`src/rtl/uart_pkg.sv`:
```
// Shared UART definitions: receiver state encoding and the frame-format
// constants agreed with the 8N1 transmitter.
package uart_pkg;

  typedef enum logic [1:0] {
    IDLE,
    START,
    DATA,
    STOP
  } uart_state_e;

  localparam int unsigned DATA_BITS = 8;
  localparam logic        START_BIT = 1'b0;
  localparam logic        STOP_BIT  = 1'b1;

endpackage

```
`src/rtl/uart_rx_sync.sv`:
```
// Two-flop synchronizer for the asynchronous serial line; both stages reset
// to 1 so an idle (high) line is assumed while in reset.
module uart_rx_sync (
  input  logic uart_clk_tx,
  input  logic RST_n,
  input  logic async_in,
  output logic sync_out
);

  logic meta_q, meta_d;
  logic sync_q, sync_d;

  always_comb begin
    meta_d = async_in;
    sync_d = meta_q;
  end

  always_ff @(posedge uart_clk_tx) begin
    if (!RST_n) begin
      meta_q <= 1'b1;
      sync_q <= 1'b1;
    end else begin
      meta_q <= meta_d;
      sync_q <= sync_d;
    end
  end

  assign sync_out = sync_q;

endmodule

```
`src/rtl/uart_rx.sv`:
```
// Oversampling UART receiver: detects a start bit, samples each bit at its
// middle and hands the word to a valid/ready holding register.
module uart_rx
  import uart_pkg::*;
#(
  parameter int unsigned DATA_BITS  = uart_pkg::DATA_BITS,
  parameter int unsigned OVERSAMPLE = 16,
  parameter bit          MSB_FIRST  = 1'b1,
  parameter logic        STOP_BIT   = uart_pkg::STOP_BIT,
  parameter logic        START_BIT  = uart_pkg::START_BIT
) (
  input  logic                 uart_clk_tx,
  input  logic                 RST_n,
  input  logic                 uart_rx_data,
  output logic [DATA_BITS-1:0] rx_data,
  output logic                 rx_valid,
  input  logic                 rx_ready,
  output logic                 rx_busy,
  output logic                 frame_err,
  output logic                 overrun
);

  localparam int unsigned SCW = $clog2(OVERSAMPLE);
  localparam int unsigned BCW = $clog2(DATA_BITS + 1);

  localparam logic [SCW-1:0] HALF_LAST = SCW'(OVERSAMPLE / 2 - 1);
  localparam logic [SCW-1:0] BIT_LAST  = SCW'(OVERSAMPLE - 1);
  localparam logic [BCW-1:0] LAST_DATA = BCW'(DATA_BITS - 1);

  logic rx_s;

  uart_state_e          state_q, state_d;
  logic [SCW-1:0]       samp_cnt_q, samp_cnt_d;
  logic [BCW-1:0]       bit_cnt_q, bit_cnt_d;
  logic [DATA_BITS-1:0] shift_q, shift_d;
  logic [DATA_BITS-1:0] rx_data_q, rx_data_d;
  logic                 rx_valid_q, rx_valid_d;
  logic                 frame_err_q, frame_err_d;
  logic                 overrun_q, overrun_d;

  uart_rx_sync u_sync (
    .uart_clk_tx (uart_clk_tx),
    .RST_n       (RST_n),
    .async_in    (uart_rx_data),
    .sync_out    (rx_s)
  );

  always_comb begin
    state_d     = state_q;
    samp_cnt_d  = samp_cnt_q;
    bit_cnt_d   = bit_cnt_q;
    shift_d     = shift_q;
    rx_data_d   = rx_data_q;
    rx_valid_d  = rx_valid_q;
    frame_err_d = 1'b0;
    overrun_d   = overrun_q;

    if (rx_valid_q && rx_ready) begin
      rx_valid_d = 1'b0;
      overrun_d  = 1'b0;
    end

    case (state_q)
      IDLE: begin
        if (rx_s == START_BIT) begin
          state_d    = START;
          samp_cnt_d = '0;
        end
      end

      START: begin
        if (samp_cnt_q == HALF_LAST) begin
          samp_cnt_d = '0;
          bit_cnt_d  = '0;
          state_d    = (rx_s == START_BIT) ? DATA : IDLE;
        end else begin
          samp_cnt_d = samp_cnt_q + 1'b1;
        end
      end

      DATA: begin
        if (samp_cnt_q == BIT_LAST) begin
          samp_cnt_d = '0;
          bit_cnt_d  = bit_cnt_q + 1'b1;
          if (MSB_FIRST) begin
            shift_d = {shift_q[DATA_BITS-2:0], rx_s};
          end else begin
            shift_d = {rx_s, shift_q[DATA_BITS-1:1]};
          end
          if (bit_cnt_q == LAST_DATA) begin
            state_d = STOP;
          end
        end else begin
          samp_cnt_d = samp_cnt_q + 1'b1;
        end
      end

      STOP: begin
        if (samp_cnt_q == BIT_LAST) begin
          samp_cnt_d = '0;
          bit_cnt_d  = '0;
          state_d    = IDLE;
          // A good word only overwrites the holding register if it is free
          // or being drained this very cycle; otherwise it is dropped.
          if (rx_s == STOP_BIT) begin
            if (!rx_valid_q || rx_ready) begin
              rx_data_d  = shift_q;
              rx_valid_d = 1'b1;
            end else begin
              overrun_d = 1'b1;
            end
          end else begin
            frame_err_d = 1'b1;
          end
        end else begin
          samp_cnt_d = samp_cnt_q + 1'b1;
        end
      end

      default: state_d = IDLE;
    endcase
  end

  always_ff @(posedge uart_clk_tx) begin
    if (!RST_n) begin
      state_q     <= IDLE;
      samp_cnt_q  <= '0;
      bit_cnt_q   <= '0;
      shift_q     <= '0;
      rx_data_q   <= '0;
      rx_valid_q  <= 1'b0;
      frame_err_q <= 1'b0;
      overrun_q   <= 1'b0;
    end else begin
      state_q     <= state_d;
      samp_cnt_q  <= samp_cnt_d;
      bit_cnt_q   <= bit_cnt_d;
      shift_q     <= shift_d;
      rx_data_q   <= rx_data_d;
      rx_valid_q  <= rx_valid_d;
      frame_err_q <= frame_err_d;
      overrun_q   <= overrun_d;
    end
  end

  assign rx_data   = rx_data_q;
  assign rx_valid  = rx_valid_q;
  assign rx_busy   = (state_q != IDLE);
  assign frame_err = frame_err_q;
  assign overrun   = overrun_q;

endmodule
```
`config.mk`:
```
export PLATFORM = sky130hd
export DESIGN_NAME = uart_rx
export DESIGN_NICKNAME = d
export VERILOG_FILES = /design/src/rtl/uart_pkg.sv /design/src/rtl/uart_rx_sync.sv /design/src/rtl/uart_rx.sv
export SDC_FILE = /design/constraint.sdc
export NUM_CORES = 1
export LEC_CHECK = 0
export ABC_CLOCK_PERIOD_IN_PS = 1800
export CORE_ASPECT_RATIO = 2
export CORE_MARGIN = 2
export CORE_UTILIZATION = 35
export CTS_CLUSTER_DIAMETER = 100
export CTS_CLUSTER_SIZE = 10
export DETAILED_ROUTE_END_ITERATION = 10
export GPL_TIMING_DRIVEN = 0
export PLACE_DENSITY = 0.6
export SLEW_MARGIN = 5
export SYNTH_ARGS = -nofsm -noshare
export SYNTH_HDL_FRONTEND = slang
export SYNTH_SLANG_ARGS = --single-unit
```
`constraint.sdc`:
```
create_clock -name uart_clk_tx -period 1.8 [get_ports uart_clk_tx]
set_input_delay 0.36 -clock uart_clk_tx [delete_from_list [all_inputs] [get_ports uart_clk_tx]]
set_output_delay 0.36 -clock uart_clk_tx [all_outputs]
set_load 0.1 [all_outputs]
```
# --- After elaboration in Yosys (flattened, before gate mapping) ---
# Index checks and enable logic that the tools add are counted.
word_totals:
  reg_bits: 31
  latchBits: 0
  ramBits: 0
  romBits: 0
  inputBits: 4
  output_inout_bits: 12
  word_cells: 61
  memories: 0
classes:
  add_sub_neg: 2
  mul: 0
  div_mod_pow: 0
  order_cmp: 0
  n_eq_ne: 11
  shift: 0
  mux: 26
  bitwise: 0
  reduce_logical: 12
ops:
  columns: ["operator", "n"]
  rows:
  - ["$mux 4", 6]
  - ["$pmux 4 s3", 2]
  - ["$mux 2", 6]
  - ["$mux 1", 11]
  - ["$ne 2x2->1 const B", 5]
  - ["$add 4x1->4 const B", 2]
  - ["$eq 4x3->1 const B", 2]
  - ["$pmux 2 s4", 1]
  - ["$reduce_and 4->1", 2]
  - ["$reduce_and 5->1", 1]
  - ["$eq 2x2->1 const B", 2]
  - ["$eq 4x4->1 const B", 1]
  - ["$reduce_and 3->1", 1]
  - ["$reduce_bool 3->1", 1]
  - ["$eq 2x1->1 const B", 1]
  - ["$logic_not 2->1", 1]
  - ["$reduce_and 2->1", 1]
  - ["$reduce_bool 2->1", 1]
  - ["$reduce_or 2->1", 1]
  - ["$logic_and 1x1->1", 1]
  - ["$logic_not 1->1", 1]
  - ["$logic_or 1x1->1", 1]

# --- Logic depth before layout (Yosys ltp) ---
# Gate-level depths: netlist of the first run.
depth:
  word_depth: 6
  depth_mapped: 7
  mapped_depth_nobuf: 6

# --- Hierarchy ---
# Synthesis of the first run repeated with hierarchy kept, for this count alone.
hier_totals:
  cells_unflattened: 166
  area_unflattened_um2: 1388.8
modules_own_cells:
  columns: ["module", "instances", "cells_per_inst", "area_each_um2", "seq_area_each_um2"]
  rows:
  - ["uart_rx", 1, 162, 1336.3, 580.6]
  - ["uart_rx_sync", 1, 4, 52.6, 40.0]

# --- Least setup slack after synthesis of the first run ---
# OpenSTA, ideal clock, no wires.
synth_path:
  kind: "reg-to-reg"
  startpoint: "register rx_valid_q (netlist: rx_valid)"
  endpoint: "register rx_data_q[0] (netlist: rx_data[0])"
  setup_time_ps: 128
  t_arrival_ps: 1654
  required_ps: 1672
  path_slack_ps: 18
  stages_incl_launch_ff: 5
  n_path_buf: 0
  synth_period_minus_slack_ps: 1782
  path_cell_list: "dfxtp_1 nand2b_1 nand4_2 mux2i_1 nor2_1"
synth_via:
  elab_chain_len: 3
synth_rtl:
  columns: ["item", "line", "text"]
  rows:
  - ["start: declaration", "uart_rx.sv:37", "logic rx_valid_q, rx_valid_d;"]
  - ["start signal: assignment", "uart_rx.sv:140", "rx_valid_q <= rx_valid_d;"]
  - ["$logic_not 1->1", "uart_rx.sv:106", "if (!rx_valid_q || rx_ready) begin"]
  - ["$logic_or 1x1->1", "uart_rx.sv:106", null]
  - ["$reduce_and 4->1 (no source line)", null, null]
  - ["end signal: assignment", "uart_rx.sv:139", "rx_data_q <= rx_data_d;"]
  - ["end: declaration", "uart_rx.sv:36", "logic [DATA_BITS-1:0] rx_data_q, rx_data_d;"]
# No other way between the ends.
# A chain may end at the register's enable or synchronous reset.

# --- Final worst setup path of the first run ---
layout_path:
  startpoint: "register frame_err_q (netlist: frame_err)"
  endpoint: "output port frame_err"
layout_lines:
  columns: ["item", "line", "text"]
  rows:
  - ["start: declaration", "uart_rx.sv:38", "logic frame_err_q, frame_err_d;"]
  - ["start signal: assignment", "uart_rx.sv:141", "frame_err_q <= frame_err_d;"]
  - ["end: declaration", "uart_rx.sv:19", "output logic frame_err,"]
# No word-level cell between the ends.

==> results.toml, run 1 <==
[outcome]
outcome = "finished, final reports clean"

[sta]
setup_viol = 0
hold_viol_final = 0
rsz0062_at_grt = "true"
worst_pin_slew_ns = 0.947
fin_worst_skew_ns = 0.00992
slew_headroom = 0.371
period_share = 0.981
timing.fmax_mhz = 567
finalMaxSlewViolations = 0
period_needed_ns = 1.76

[global_routing]
antenna_found_initial = 0
grt_use_met1 = 0.128
grt_max_degree = 11
met3_usage = 0.0383
grt_util_met2 = 0.265
busiest_layer = "met2"
grt_pass1_vias = 1120
grt_usage = 0.139
grt_pass1_wl_mm = 4.87
overflow = 0

[detailed_routing]
wl_mm = 2.97
drt_drc_violations_left = 0
dr.pass1.iters = 4
route.vias.total = 1165
drt_iter0_markers = 20
viasPerCell = 5.13
detail-route-antenna-nets = 0
wl_per_cell_um = 13.1

[clock_tree]
cts_root_buffer = "clkbuf_8"
worstSkewPairLatency_ns = 0.28
numClockSinks = 31
tritoncts = "yes"
path_clk_slew_ns = 0.07
h-tree-depth = 2
cts_buffer_depth = 2
cts_buffers = 5
cts_hold_buf = 0

[synth]
synth_seq_area_share = 0.444
synth_enable_flop_cells = 0
synth_warnings = 0
avgSynthCellArea_um2 = 9.19
syn-cell-area_mm2 = 0.00140
syn-num-nets = 163
synth_seq_cells = 31
yosysUniqueCellTypes = 38
syn-instance-count = 152
async_flop_share = 0
synth_flop_cell = "dfxtp_1"

[setup_path]
r2r_slack_ns = 0.07
cp-start-kind = "flop"
critPathSlowestCell = "clkdlybuf4s15_1"
end_kind = "output pin"
cp_data_arrival_time_ns = 1.40
required_ns = 1.44
path_class = "flop to output pin"
crit_chain = "clkdlybuf4s15_1"
critPathMaxFanout = 1
cp_slowest_stage_delay_ns = 0.81
critical_path_buf_inv_count = 1
cpLargestDelayFamily = "buffers and inverters"

[final_layout]
layout-area-overhead-vs-synth_pct = 28.4
multi_input_area_um2 = 767
fin_nets = 186
drive_gt1_frac = 0.244
postLayoutCellArea_mm2 = 0.00179
nFillCells = 406
n_antenna_cell = 0
layout_commonest_cell = "dfxtp_1"
final_cell_mix = "dfxtp_1 (29), nand2_1 (22), nor2_1 (13)"
regArea_um2 = 623

[placed_design]
dpl_cell_area_mm2 = 0.00160
dpl.hpwl_mm = 2.21
io_buffer_count = 14
place_congestion = 0.727

[power_and_ir_drop]
powerDensity_mw_per_mm2 = 950
power_mw = 1.71
p_leak_nw = 0.709
peakVddDrop_uv = 741

[floorplan]
rows = 32
core_mm2 = 0.00384
die_x_um = 48.7
ios = 16
start_util = 0.364
die-area_mm2 = 0.00455
die_y_um = 93.4

[hold_path]
hold_class = "primary input to flop"

[run]
cap_violations = 0
## cells in the mapped netlist, types with 2 or more instances
| cell type | count | area (um2) |
|---|---|---|
| dfxtp_1 | 31 | 621 |
| nand3b_1 | 2 | 15.0 |
| clkbuf_1 | 3 | 11.3 |
| mux2i_1 | 10 | 100 |
| buf_4 | 2 | 15.0 |
| buf_2 | 2 | 10.0 |
| nand2_1 | 22 | 82.6 |
| inv_1 | 6 | 22.5 |
| nand3_1 | 3 | 15.0 |
| nor3_1 | 4 | 20.0 |
| a211oi_1 | 2 | 15.0 |
| nor2_1 | 13 | 48.8 |
| o311ai_0 | 2 | 17.5 |
| a21oi_1 | 12 | 60.1 |
| ha_1 | 7 | 87.6 |
| o21ai_0 | 3 | 15.0 |
| nand4_2 | 2 | 25.0 |
| nor4_1 | 2 | 12.5 |
| nand2b_1 | 4 | 25.0 |
| and2_2 | 2 | 15.0 |
## worst reg2reg max path, delay by kind of cell (launching register included)
kind / cells / cell delay (ns)
AO/OA/AOI/OAI: 2 / 0.52
flip-flops: 1 / 0.35
AND/OR/NAND/NOR: 1 / 0.24
buffers and inverters: 2 / 0.21
adder cells (fa/ha/maj): 1 / 0.19
multiplexers: 1 / 0.12
## routing by layer
metal,wire [um],vias to the layer above,share of wire
li1,-,573,-
met1,1100,566,0.37
met2,1740,24,0.59
met3,98,2,0.033
met4,34,0,0.011
met5,0,-,0
## registers in the layout, summed over array words and instances, names as in the netlist, named ones only
register,cells
bit_cnt_q,4
frame_err,1
overrun,1
rx_data,8
rx_valid,1
samp_cnt_q,4
shift_q,8
state_q,1
u_sync.meta_q,1
u_sync.sync_out,1
## layout make-up
class                   count  share of cell area
clock inverters             2              0.0335
multi-input cells         107               0.427
clock buffers               6              0.0404
inverters                   7              0.0146
well taps                  51              0.0356
plain buffers               7              0.0230
flip-flops and latches     31               0.347
repair buffers             16              0.0781
## cell families after synthesis
family                   count (synthesis)  share of synthesized area
AND/OR/NAND/NOR                         63                      0.244
flip-flops                              31                      0.444
AO/OA/AOI/OAI                           27                      0.133
buffers and inverters                   14                     0.0448
multiplexers                            10                     0.0716
adder cells (fa/ha/maj)                  7                     0.0627
## metrics by stage
stage,setup TNS (ns),utilization,hold slack [ns],instances,worst slack (ns)
floorplan,0,-,0.386,152,0.0180
global placement,-0.560,0.417,0.390,217,-0.390
detailed placement,-0.940,0.417,0.404,217,-0.404
CTS,0,0.457,0.345,225,0.00344
global route,-0.0308,0.467,0.349,227,-0.0308
finish,0,0.467,0.349,227,0.0351
## power breakdown
group	leakage, nW	switching [mW]	internal, mW
clock	0.0654	0.257	0.553
sequential	0.251	0.00674	0.694
combinational	0.392	0.126	0.0685
## final timing paths
kind	endpoint	cells past startpoint	start
worst min register to register	u_sync.sync_out	1	u_sync.meta_q
worst max-delay path	frame_err	1	frame_err
worst min-delay path	u_sync.sync_out	2	RST_n
worst max register to register	flop	7	state_q[0]
## what timing repair did
action	4_1_cts	5_1_grt
pin swaps	1	2
endpoints found under the hold margin	0	0
gates resized for setup	39	15
setup buffers	0	2
setup endpoints to repair	17	18
No activity file was read; power rests on OpenSTA's default activity.
==> run 2: changes to the inputs <==
--- a/config.mk
+++ b/config.mk
@@ -5,7 +5,8 @@
 export SDC_FILE = /design/constraint.sdc
 export NUM_CORES = 1
 export LEC_CHECK = 0
-export ABC_CLOCK_PERIOD_IN_PS = 1800
+export ABC_AREA = 1
+export ABC_CLOCK_PERIOD_IN_PS = 2100
 export CORE_ASPECT_RATIO = 2
 export CORE_MARGIN = 2
 export CORE_UTILIZATION = 35
@@ -13,7 +14,7 @@
 export CTS_CLUSTER_SIZE = 10
 export DETAILED_ROUTE_END_ITERATION = 10
 export GPL_TIMING_DRIVEN = 0
-export PLACE_DENSITY = 0.6
+export PLACE_DENSITY = 0.58
 export SLEW_MARGIN = 5
 export SYNTH_ARGS = -nofsm -noshare
 export SYNTH_HDL_FRONTEND = slang
==> constraint.sdc (replaced) <==
create_clock -name uart_clk_tx -period 2.1 [get_ports uart_clk_tx]
set_input_delay 0.42 -clock uart_clk_tx [delete_from_list [all_inputs] [get_ports uart_clk_tx]]
set_output_delay 0.42 -clock uart_clk_tx [all_outputs]
set_load 0.1 [all_outputs]
==> results.toml, run 2 <==
[final_layout]
layout_commonest_cell = "nand2_1"
layout-area-overhead-vs-synth_pct = 22.4
fin_nets = 211
drive_gt1_frac = 0.114
final_cell_mix = "nand2_1 (32), dfxtp_1 (31), a21oi_1 (23)"
n_antenna_cell = 0
finalNonFillerCells = 252
nFillCells = 427

[outcome]
outcome = "finished, final reports clean"

[power_and_ir_drop]
power_mw = 1.66
powerDensity_mw_per_mm2 = 970
peakVddDrop_uv = 655
p_leak_nw = 0.698

[run]
cap_violations = 0

[setup_path]
critPathMaxFanout = 4
path_class = "flop to output pin"
critical_path_buf_inv_count = 1
cp-start-kind = "flop"
required_ns = 1.68
critPathSlowestCell = "dlygate4sd2_1"
cp_data_arrival_time_ns = 1.52
cpLargestDelayFamily = "buffers and inverters"
cp_slowest_stage_delay_ns = 0.87
end_kind = "output pin"
crit_chain = "dlygate4sd2_1"

[synth]
synth_enable_flop_cells = 0
synth_area_leaders = "dfxtp_1 (44%), nand2_1 (8.6%), a21oi_1 (8.2%), ha_1 (6.3%), nor2_1 (5.6%)"
synth_commonest_cells = "nand2_1 (32), dfxtp_1 (31), a21oi_1 (23), nor2_1 (21), nand3_1 (15)"
syn-cell-area_mm2 = 0.00140
syn-instance-count = 178
synth_seq_area_share = 0.444
synth_flop_cell = "dfxtp_1"
async_flop_share = 0
yosysMostFrequentCell = "nand2_1"
synth_seq_cells = 31
synth_warnings = 0
yosysUniqueCellTypes = 24
synth_top_area_frac = 0.444
synth_top_area_cell = "dfxtp_1"
avgSynthCellArea_um2 = 7.84
syn-num-nets = 189

[sta]
slew_headroom = 0.359
hold_ws_ns = 0.415
timing.fmax_mhz = 516
hold_viol_final = 0
finalMaxSlewViolations = 0
worst_pin_slew_ns = 0.965
setup_viol = 0
fin_worst_skew_ns = 0.00511
rsz0062_at_grt = "false"
worst_slack_ns = 0.163
period_share = 0.922
period_needed_ns = 1.94

[clock_tree]
cts_root_buffer = "clkbuf_8"
worstSkewPairLatency_ns = 0.28
numClockSinks = 31
cts_buffer_depth = 2
path_clk_slew_ns = 0.06
tritoncts = "yes"
h-tree-depth = 2
cts_buffers = 5

[floorplan]
die_y_um = 93.3
die_x_um = 48.7
rows = 32
ios = 16
start_util = 0.363
die-area_mm2 = 0.00454
core_mm2 = 0.00384

[detailed_routing]
wl_per_cell_um = 13.2
drt_drc_violations_left = 0
wl_mm = 3.33
viasPerCell = 4.99
detail-route-antenna-nets = 0
dr.pass1.iters = 4
drt_iter0_markers = 19
route.vias.total = 1257

[placed_design]
place_congestion = 0.909
dpl.hpwl_mm = 2.41
post-place-ws_ns = -0.223
dp_cells = 244
io_buffer_count = 15

[hold_path]
hold_class = "flop to flop"

[global_routing]
grt_usage = 0.164
grt_pass1_vias = 1265
grt_max_degree = 11
overflow = 0
grt_pass1_wl_mm = 5.62
antenna_found_initial = 0
==> run 2: where the power goes <==
| group | switching [mW] | internal [mW] | total (mW) |
|---|---|---|---|
| Sequential | 0.0172 | 0.603 | 0.620 |
| Combinational | 0.308 | 0.118 | 0.427 |
| Clock | 0.227 | 0.384 | 0.611 |
==> run 2: stage by stage <==
| stage | cell area, um2 | util | setup TNS [ns] |
|---|---|---|---|
| floorplan | 1400 | - | 0 |
| CTS | 1720 | 0.446 | 0 |
| detailed placement | 1610 | 0.419 | -0.223 |
| global route | 1710 | 0.445 | 0 |
| finish | 1710 | 0.445 | 0 |
| global placement | 1610 | 0.419 | -0.212 |
==> run 2: logic make-up (layout without fill, tap and decap cells) <==
kind of cell / after synthesis / in the layout / share of synthesized area
adders and majority gates: 7 / 7 / 0.0627
xor gates and xnor gates: 1 / 1 / 0.00627
AOI/OAI and AO/OA: 37 / 37 / 0.137
DFF: 31 / 31 / 0.444
buffers and inverters: 19 / 42 / 0.0565
and+or+nand+nor: 83 / 83 / 0.293
==> run 2: cell type report <==
type | instances | area (um2) | share of cell area
Clock inverter | 2 | 35.0 | 0.0205
Tap cell | 51 | 63.8 | 0.0373
Sequential cell | 31 | 621 | 0.363
Buffer | 3 | 18.8 | 0.0110
Inverter | 16 | 60.1 | 0.0351
Multi-Input combinational cell | 128 | 697 | 0.408
Clock buffer | 6 | 82.6 | 0.0483
Timing Repair Buffer | 15 | 131 | 0.0769
==> run 2: routing by layer <==
metal  share of wire  up-vias  track usage
li1                -      630            -
met1            0.38      573        0.146
met2            0.53       36        0.300
met3           0.034       18       0.0415
met4           0.060        0        0.133
met5               0        -            0
==> run 2: what timing repair did <==
item                       in CTS  in global routing
setup endpoints to repair      12                  1
pin swaps                       0                  0
hold buffers                    0                  0
buffers inserted                0                  0
gates resized for setup        14                  2
==> run 2: path summary, 6_finish.rpt <==
kind / from / to / slack [ns] / cells after the start
worst max-delay path: rx_valid / rx_valid / 0.16 / 1
worst max register to register: state_q[0] / bit_cnt_q[2] / 0.46 / 8
worst min register to register: u_sync.meta_q / u_sync.sync_out / 0.41 / 1
worst min-delay path: u_sync.meta_q / u_sync.sync_out / 0.41 / 1
==> run 3: changes to the inputs <==
--- a/config.mk
+++ b/config.mk
@@ -7,6 +7,7 @@
 export LEC_CHECK = 0
 export ABC_AREA = 1
 export ABC_CLOCK_PERIOD_IN_PS = 2100
+export CAP_MARGIN = 40
 export CORE_ASPECT_RATIO = 2
 export CORE_MARGIN = 2
 export CORE_UTILIZATION = 35
==> results.toml, run 3 (synthesis results as in run 2) <==
[floorplan]
core_mm2 = 0.00384
die_y_um = 93.3
die_x_um = 48.7
rows = 32
ios = 16
start_util = 0.363
die-area_mm2 = 0.00454

[sta]
hold_ws_ns = 0.413
period_needed_ns = 1.84
slew_headroom = 0.653
worst_slack_ns = 0.260
worst_pin_slew_ns = 0.520
rsz0062_at_grt = "false"
hold_viol_final = 0
timing.fmax_mhz = 543
finalMaxSlewViolations = 0
timing.setup.tns_ns = 0
period_share = 0.876
fin_worst_skew_ns = 0.00587
setup_viol = 0

[detailed_routing]
route.vias.total = 1274
dr.pass1.iters = 4
viasPerCell = 4.84
wl_per_cell_um = 12.5
drt_iter0_markers = 23
drt_drc_violations_left = 0
wl_mm = 3.30
detail-route-antenna-nets = 0

[outcome]
outcome = "finished, final reports clean"

[clock_tree]
cts_buffers = 5
cts_hold_buf = 0
cts_buffer_depth = 2
numClockSinks = 31
cts_resized = 4
tritoncts = "yes"
h-tree-depth = 2
post_cts_buffers = 0
cts_root_buffer = "clkbuf_8"
worstSkewPairLatency_ns = 0.29
path_clk_slew_ns = 0.07

[placed_design]
dpl.hpwl_mm = 2.50
place_congestion = 0.909
post-place-ws_ns = 0.155
io_buffer_count = 15
dp_cells = 256

[final_layout]
regArea_um2 = 626
multi_input_area_um2 = 697
fin_nets = 222
drive_gt1_frac = 0.170
nFillCells = 372
layout_commonest_cell = "nand2_1"
n_antenna_cell = 0
layout-area-overhead-vs-synth_pct = 36.6
finalNonFillerCells = 263
final_cell_mix = "nand2_1 (32), dfxtp_1 (29), a21oi_1 (23)"

[power_and_ir_drop]
peakVddDrop_uv = 719
p_leak_nw = 0.728
internal-power_mw = 1.14
swShare = 0.327
powerDensity_mw_per_mm2 = 890
netSwitchingPower_mw = 0.556
pwr-share-seq = 0.368
p_clk_frac = 0.363
p_comb_frac = 0.269
power_mw = 1.70

[global_routing]
grt_max_degree = 11
antenna_found_initial = 0
grt_pass1_vias = 1264
grt_pass1_wl_mm = 5.58
grt_usage = 0.163
overflow = 0

[setup_path]
critPathSlowestCell = "clkdlybuf4s50_1"
critPathMaxFanout = 4
path_class = "flop to output pin"
crit_chain = "clkdlybuf4s50_1 > buf_8"
cp-start-kind = "flop"
required_ns = 1.68
cpLargestDelayFamily = "buffers and inverters"
end_kind = "output pin"
critical_path_buf_inv_count = 2
cp_slowest_stage_delay_ns = 0.54
cp_data_arrival_time_ns = 1.42

[hold_path]
hold_class = "flop to flop"

[run]
cap_violations = 0
==> run 3: layout make-up <==
class / instances / share of cell area
Clock inverter: 2 / 0.0184
Inverter: 16 / 0.0315
Clock buffer: 6 / 0.0433
Buffer: 3 / 0.00984
Tap cell: 51 / 0.0334
Timing Repair Buffer: 26 / 0.170
Multi-Input combinational cell: 128 / 0.365
Sequential cell: 31 / 0.328
==> run 3: path summary, 6_finish.rpt <==
check | start | end | slack, ns | cells past startpoint
setup / recovery | rx_valid | rx_valid | 0.26 | 2
hold / removal | u_sync.meta_q | u_sync.sync_out | 0.41 | 1
setup reg to reg | state_q[0] | bit_cnt_q[2] | 0.59 | 8
hold reg to reg | u_sync.meta_q | u_sync.sync_out | 0.41 | 1
==> run 3: per-stage QoR <==
| step | cell area [um2] | utilization |
|---|---|---|
| finish | 1910 | 0.496 |
| CTS | 1910 | 0.496 |
| floorplan | 1400 | - |
| global route | 1910 | 0.496 |
| global placement | 1610 | 0.419 |
| detailed placement | 1790 | 0.466 |
==> run 3: power by group through the flow <==
stage	logic, mW	clock network, mW	registers (mW)
global placement	0.422	0	0.633
detailed placement	0.462	0	0.633
CTS	0.460	0.625	0.626
floorplan	0.331	0	0.628
finish	0.457	0.616	0.625
global route	0.502	0.647	0.629
==> run 3: metal layers <==
layer  vias to the layer above  part of all wire  global-route usage
met1                       597              0.37               0.150
met4                         0             0.045               0.129
met3                        10             0.030              0.0415
met2                        21              0.56               0.295
li1                        646                 -                   -
met5                         -                 0                   0
